## src/rtl/ibex_mem_arbiter_pkg.sv

```systemverilog
// ----------------------------------------------------------------------------
// ibex_mem_arbiter_pkg
//
// Shared types for the instruction/data memory arbiter.
//   mem_host_e : identifies which host a transaction belongs to. Used for the
//                arbiter's request lock and for every entry of the ID FIFO.
// ----------------------------------------------------------------------------
package ibex_mem_arbiter_pkg;

    typedef enum logic {
        MemHostInstr = 1'b0,
        MemHostData  = 1'b1
    } mem_host_e;

    // Byte enable presented for instruction fetches (always full words).
    localparam logic [3:0] MemBeAll = 4'hF;

endpackage

```

## src/rtl/ibex_mem_arb_id_fifo.sv

```systemverilog
// ----------------------------------------------------------------------------
// ibex_mem_arb_id_fifo
//
// In-order FIFO of host IDs for granted-but-unanswered memory transactions.
// The head entry tells the arbiter which host an incoming rvalid belongs to.
//
// Ports:
//   clk_i, rst_ni   clock, asynchronous active-low reset (empties the FIFO)
//   push_i          push push_id_i (ignored while full)
//   push_id_i       host ID of the transaction just granted
//   pop_i           pop the head entry (ignored while empty)
//   pop_id_o        host ID at the head (undefined while empty)
//   full_o/empty_o  occupancy flags
//   count_o         number of valid entries, 0..Depth
// ----------------------------------------------------------------------------
module ibex_mem_arb_id_fifo
    import ibex_mem_arbiter_pkg::*;
#(
    parameter  int unsigned Depth = 2,
    localparam int unsigned CntW  = $clog2(Depth + 1)
) (
    input  logic            clk_i,
    input  logic            rst_ni,
    input  logic            push_i,
    input  mem_host_e       push_id_i,
    input  logic            pop_i,
    output mem_host_e       pop_id_o,
    output logic            full_o,
    output logic            empty_o,
    output logic [CntW-1:0] count_o
);

    localparam int unsigned PtrW = (Depth > 1) ? $clog2(Depth) : 1;

    mem_host_e            ids_q [Depth];
    logic      [PtrW-1:0] wptr_q;
    logic      [PtrW-1:0] rptr_q;
    logic      [CntW-1:0] count_q;
    logic                 do_push;
    logic                 do_pop;

    // Pointers wrap modulo Depth, which need not be a power of two.
    function automatic logic [PtrW-1:0] ptr_inc(input logic [PtrW-1:0] ptr);
        return (ptr == PtrW'(Depth - 1)) ? '0 : ptr + 1'b1;
    endfunction

    assign full_o   = (count_q == CntW'(Depth));
    assign empty_o  = (count_q == '0);
    assign count_o  = count_q;
    assign pop_id_o = ids_q[rptr_q];

    assign do_push = push_i & ~full_o;
    assign do_pop  = pop_i & ~empty_o;

    always_ff @(posedge clk_i or negedge rst_ni) begin
        if (!rst_ni) begin
            wptr_q  <= '0;
            rptr_q  <= '0;
            count_q <= '0;
        end else begin
            if (do_push) wptr_q <= ptr_inc(wptr_q);
            if (do_pop)  rptr_q <= ptr_inc(rptr_q);
            case ({do_push, do_pop})
                2'b10:   count_q <= count_q + 1'b1;
                2'b01:   count_q <= count_q - 1'b1;
                default: count_q <= count_q;
            endcase
        end
    end

    // Entry storage carries no reset; validity is defined by the pointers.
    always_ff @(posedge clk_i) begin
        if (do_push) ids_q[wptr_q] <= push_id_i;
    end

endmodule

```

## src/rtl/ibex_mem_arbiter.sv

```systemverilog
// ----------------------------------------------------------------------------
// ibex_mem_arbiter
//
// Shares one memory port between the Ibex instruction-fetch and LSU hosts on
// the req/gnt/rvalid protocol. A request that is presented but not yet granted
// is locked to its host until mem_gnt_i. Granted transactions are tracked in
// order so each rvalid is steered back to the host that issued it; rdata/err
// are broadcast to both hosts.
//
// Build option:
//   IBEX_MEM_ARB_RR_EN  defined   : round-robin on conflicts (host not granted
//                                   last wins; data wins the first conflict)
//                       undefined : fixed priority, data wins conflicts
//
// Ports:
//   clk_i, rst_ni                        clock, async active-low reset
//   instr_req_i/gnt_o/rvalid_o           fetch handshake
//   instr_addr_i                         fetch address
//   instr_rdata_o/err_o                  fetch response
//   data_req_i/gnt_o/rvalid_o            LSU handshake
//   data_we_i/be_i/addr_i/wdata_i        LSU request
//   data_rdata_o/err_o                   LSU response
//   mem_req_o/gnt_i/rvalid_i             device handshake
//   mem_we_o/be_o/addr_o/wdata_o         device request
//   mem_rdata_i/err_i                    device response
// ----------------------------------------------------------------------------
module ibex_mem_arbiter
    import ibex_mem_arbiter_pkg::*;
#(
    parameter int unsigned MaxOutstanding = 2
) (
    input  logic        clk_i,
    input  logic        rst_ni,

    input  logic        instr_req_i,
    output logic        instr_gnt_o,
    output logic        instr_rvalid_o,
    input  logic [31:0] instr_addr_i,
    output logic [31:0] instr_rdata_o,
    output logic        instr_err_o,

    input  logic        data_req_i,
    output logic        data_gnt_o,
    output logic        data_rvalid_o,
    input  logic        data_we_i,
    input  logic [3:0]  data_be_i,
    input  logic [31:0] data_addr_i,
    input  logic [31:0] data_wdata_i,
    output logic [31:0] data_rdata_o,
    output logic        data_err_o,

    output logic        mem_req_o,
    input  logic        mem_gnt_i,
    input  logic        mem_rvalid_i,
    output logic        mem_we_o,
    output logic [3:0]  mem_be_o,
    output logic [31:0] mem_addr_o,
    output logic [31:0] mem_wdata_o,
    input  logic [31:0] mem_rdata_i,
    input  logic        mem_err_i
);

    localparam int unsigned CntW = $clog2(MaxOutstanding + 1);

    mem_host_e            sel;
    mem_host_e            conflict_winner;
    mem_host_e            head_id;
    mem_host_e            lock_host_q;
    logic                 lock_valid_q;
    logic                 push;
    logic                 pop;
    logic                 fifo_full;
    logic                 fifo_empty;
    logic [CntW-1:0]      fifo_count;

`ifdef IBEX_MEM_ARB_RR_EN
    mem_host_e last_q;

    // Resets to "fetch last granted" so the first conflict goes to data.
    always_ff @(posedge clk_i or negedge rst_ni) begin
        if (!rst_ni) begin
            last_q <= MemHostInstr;
        end else if (push) begin
            last_q <= sel;
        end
    end

    assign conflict_winner = (last_q == MemHostData) ? MemHostInstr : MemHostData;
`else
    assign conflict_winner = MemHostData;
`endif

    // Host selection: a held lock always wins, then conflict resolution.
    always_comb begin
        sel = MemHostInstr;
        if (lock_valid_q) begin
            sel = lock_host_q;
        end else if (instr_req_i && data_req_i) begin
            sel = conflict_winner;
        end else if (data_req_i) begin
            sel = MemHostData;
        end
    end

    // A full FIFO blocks new requests; a same-cycle pop does not lift this,
    // which keeps mem_rvalid_i out of the mem_req_o cone.
    assign mem_req_o = (instr_req_i | data_req_i) & ~fifo_full;
    assign push      = mem_req_o & mem_gnt_i;
    assign pop       = mem_rvalid_i & ~fifo_empty;

    assign instr_gnt_o = push & (sel == MemHostInstr);
    assign data_gnt_o  = push & (sel == MemHostData);

    // Responses with no outstanding entry are dropped (pop is gated).
    assign instr_rvalid_o = pop & (head_id == MemHostInstr);
    assign data_rvalid_o  = pop & (head_id == MemHostData);

    assign instr_rdata_o = mem_rdata_i;
    assign instr_err_o   = mem_err_i;
    assign data_rdata_o  = mem_rdata_i;
    assign data_err_o    = mem_err_i;

    always_comb begin
        mem_addr_o  = instr_addr_i;
        mem_we_o    = 1'b0;
        mem_be_o    = MemBeAll;
        mem_wdata_o = '0;
        if (sel == MemHostData) begin
            mem_addr_o  = data_addr_i;
            mem_we_o    = data_we_i;
            mem_be_o    = data_be_i;
            mem_wdata_o = data_wdata_i;
        end
    end

    // The lock is re-evaluated every cycle: it holds exactly while a request
    // is presented and not granted, so it clears on grant or when full.
    always_ff @(posedge clk_i or negedge rst_ni) begin
        if (!rst_ni) begin
            lock_valid_q <= 1'b0;
            lock_host_q  <= MemHostInstr;
        end else begin
            lock_valid_q <= mem_req_o & ~mem_gnt_i;
            lock_host_q  <= sel;
        end
    end

    ibex_mem_arb_id_fifo #(
        .Depth (MaxOutstanding)
    ) u_id_fifo (
        .clk_i     (clk_i),
        .rst_ni    (rst_ni),
        .push_i    (push),
        .push_id_i (sel),
        .pop_i     (pop),
        .pop_id_o  (head_id),
        .full_o    (fifo_full),
        .empty_o   (fifo_empty),
        .count_o   (fifo_count)
    );

`ifndef SYNTHESIS
    always_ff @(posedge clk_i) begin
        if (rst_ni) begin
            assert (!(mem_rvalid_i && fifo_empty))
                else $warning("ibex_mem_arbiter: rvalid with no outstanding transaction, response dropped");
            assert (fifo_count <= CntW'(MaxOutstanding))
                else $error("ibex_mem_arbiter: outstanding count exceeds limit");
        end
    end
`endif

endmodule

```

## config.mk

```make
export PLATFORM = sky130hd
export DESIGN_NAME = ibex_mem_arbiter
export DESIGN_NICKNAME = d
export VERILOG_FILES = /design/src/rtl/ibex_mem_arbiter_pkg.sv /design/src/rtl/ibex_mem_arb_id_fifo.sv /design/src/rtl/ibex_mem_arbiter.sv
export SDC_FILE = /design/constraint.sdc
export NUM_CORES = 1
export LEC_CHECK = 0
export ABC_CLOCK_PERIOD_IN_PS = 1700
export BUFFER_PORTS_ARGS = -buffer_cell sky130_fd_sc_hd__buf_2
export CORE_AREA = 2 2 108 110
export CTS_CLUSTER_DIAMETER = 100
export DETAILED_ROUTE_END_ITERATION = 6
export DIE_AREA = 0 0 110 112
export PLACE_DENSITY = 0.55
export SYNTH_ARGS = -nofsm -noshare
export SYNTH_HDL_FRONTEND = slang
export SYNTH_SLANG_ARGS = --single-unit
```

## constraint.sdc

```tcl
create_clock -name clk_i -period 1.7 [get_ports clk_i]
set_input_delay 0.17 -clock clk_i [delete_from_list [all_inputs] [get_ports clk_i]]
set_output_delay 0.17 -clock clk_i [all_outputs]
set_load 0.005 [all_outputs]
```

==> results.json <==
{
  "p_int_mw": 1.62,
  "via_count": 1607,
  "dr.first_iter.drc_count": 36,
  "arrival_ns": 1.63,
  "drive_gt1_share_pct": 82.2,
  "core_sq_um": 11200,
  "outcome": "finished, violations left",
  "grt_use_total_pct": 9.10,
  "violations": "setup timing",
  "fin_skew_ns": 0.00172,
  "yosys_warnings": 0,
  "die_x_um": 110,
  "yosys.cell_types.count": 21,
  "tightest_slew_ns": 0.275,
  "gp_congestion": 0.715,
  "ys_ff_latch": 8,
  "dieArea_sq_um": 12300,
  "start_kind": "flip-flop",
  "ir_drop_mv": 0.341,
  "cts_made_buffers": 3,
  "relSlewSlack_pct": 81.7,
  "root_buffer": "clkbuf_16",
  "layout_setup_ws_ns": -0.0977,
  "clk_latency_ns": 0.23,
  "dp_hpwl_um": 4780,
  "io_buffers": 180,
  "comb_power_share_pct": 69.7,
  "power_frac_seq_pct": 14.2,
  "min_period_over_period_pct": 106,
  "final_common_cell": "buf_2",
  "whs_ns": 0.136,
  "final-max-slew-violation-count": 0,
  "ys_seq_area_share_pct": 13.8,
  "clk_pin_slew_ns": 0.03,
  "syn_inst": 172,
  "mostFrequentLayoutCells": "buf_2 (146), buf_6 (36), mux2_4 (32)",
  "endpoint": "mem_addr_o[5]",
  "htree_levels": 1,
  "power_frac_clock_pct": 16.1,
  "finalNetCount": 440,
  "grt_pass1_wl_um": 8430,
  "die_y_um": 112,
  "viasPerCell": 3.64,
  "num_rows": 39,
  "grt.overflow.total": 0,
  "p_leak_nw": 1.52,
  "finalHoldViolations": 0,
  "routed_wl_um": 6550,
  "placedInstanceArea_sq_um": 2100,
  "ioPinCount": 280,
  "route.detailed.drc": 0,
  "firstDrtPassIters": 3,
  "finalCriticalPeriod_ns": 1.80,
  "syn_area_sq_um": 1530,
  "r2r-start": "u_id_fifo.count_o[0]$_DFFE_PN0P_",
  "reg2regPathDepth": 5,
  "total_power_mw": 2.37,
  "switchingPower_mw": 0.751,
  "wire_per_inst_um": 14.9,
  "r2r-end": "u_id_fifo.count_o[1]$_DFFE_PN0P_",
  "fin_cells": 441,
  "worst-setup-path-type": "flip-flop to output port",
  "place_inst": 427,
  "setup_violations": 39,
  "clock.fmax_mhz": 556,
  "grt_max_degree": 23,
  "startpoint": "lock_valid_q$_DFF_PN0_",
  "worstPathMaxFanout": 11,
  "cts_tree": "yes",
  "clock_sinks": 8,
  "area_growth_pct": 80.2,
  "stdcell_area_sq_um": 2750,
  "pwr_density_cell_nw_per_um2": 861,
  "switching_share_pct": 31.7,
  "cap_violations": 0,
  "cts_buffer_depth": 2,
  "grt_pass1_vias": 1706,
  "grt_setup_unrepaired": "true",
  "initial_utilization_pct": 13.6,
  "post-place-ws_ns": 0.0939,
  "syn_avg_cell_area_sq_um": 8.87,
  "syn-num-nets": 313,
  "worstPathRequired_ns": 1.53,
  "min_path_type": "input port to flip-flop",
  "ant_nets": 0,
  "antenna_found_initial": 1,
  "crit_path_end_kind": "output port",
  "rrSetupSlack_ns": 0.30
}
-- cells in the mapped netlist --
master,number,area (sq um)
buf_4,66,495
mux2_2,32,360
nor2b_1,28,175
and2b_1,7,52.6
dfrtp_1,6,150
nor2_1,5,18.8
xnor2_1,5,43.8
or2_2,4,25.0
buf_2,3,15.0
inv_1,3,11.3
clkbuf_8,2,27.5
edfxtp_1,2,60.1
and3_1,1,6.26
buf_6,1,11.3
clkbuf_2,1,5.00
ha_1,1,12.5
mux2i_1,1,10.0
mux2i_4,1,22.5
o21ai_0,1,5.00
o221ai_1,1,8.76
o22a_1,1,8.76
-- how the worst min path moves through the flow --
stage                         start                          endpoint  cells past startpoint
after CTS                 mem_gnt_i            lock_valid_q$_DFF_PN0_                      2
after global routing      mem_gnt_i            lock_valid_q$_DFF_PN0_                      2
after global placement       rst_ni      u_id_fifo.rptr_q$_DFFE_PN0P_                      1
after detailed placement     rst_ni  u_id_fifo.count_o[1]$_DFFE_PN0P_                      1
after floorplan              rst_ni             lock_host_q$_DFF_PN0_                      0
final                     mem_gnt_i            lock_valid_q$_DFF_PN0_                      2
-- power by group through the flow --
stage | clock network, mW | registers (mW) | logic [mW]
6_report | 0.382 | 0.336 | 1.65
3_5_place_dp | 0 | 0.339 | 1.11
3_3_place_gp | 0 | 0.333 | 1.09
2_1_floorplan | 0 | 0.326 | 0.756
4_1_cts | 0.388 | 0.337 | 1.44
5_1_grt | 0.398 | 0.345 | 1.79
-- timing repair --
item,in CTS,in global routing
hold endpoints to repair,6,0
gates resized for setup,51,37
endpoints found under the setup margin,33,53
cloned,2,3
hold buffers,1,0
buffers inserted,2,2
-- flip-flops by register name (all words and copies together), names as in the netlist --
signal / flops
lock_valid_q: 1
u_id_fifo.wptr_q: 1
u_id_fifo.ids_q: 2
u_id_fifo.rptr_q: 1
lock_host_q: 1
u_id_fifo.count_o: 2
-- critical path, cell delays in order, from the launching register on --
cell and delay [ns]:
dfrtp_1 0.37, mux2i_4 0.26, buf_6 0.17, buf_16 0.16, mux2_4 0.32, buf_6 0.12
-- per-stage QoR --
step | util [%] | TNS (ns)
floorplan | - | 0
global placement | 18.8 | 0
detailed placement | 18.8 | 0
CTS | 22.3 | -3.38
global route | 24.6 | -5.67
finish | 24.6 | -2.55
-- area by class of cell --
class	instances	area [sq um]
Sequential cell	8	210
Multi-Input combinational cell	88	910
Antenna cell	1	2.50
Inverter	3	11.3
Timing Repair Buffer	195	1360
Fill cell	1201	8430
Clock buffer	3	75.1
Tap cell	143	179
-- routing by layer --
| layer | routed length (um) | GRT usage [%] | vias up |
|---|---|---|---|
| met5 | 0 | 0 | - |
| met4 | 99 | 3.29 | 0 |
| met3 | 641 | 1.58 | 15 |
| met2 | 3800 | 18.9 | 119 |
| met1 | 2010 | 8.32 | 732 |
| li1 | - | - | 741 |
-- cell families (layout without fill, tap and decap cells) --
logic type                 Yosys count  after routing  share of synthesized area, %
DFF                                  8              8                          13.8
and+or+nand+nor                     45             45                          18.2
adders and majority gates            1              1                         0.820
xor gates and xnor gates             5              5                          2.87
buffers and inverters               76            201                          37.1
AOI/OAI and AO/OA                    3              3                          1.48
other                                0              1                             0
muxes                               34             34                          25.8
No activity file was read; power rests on OpenSTA's default activity.
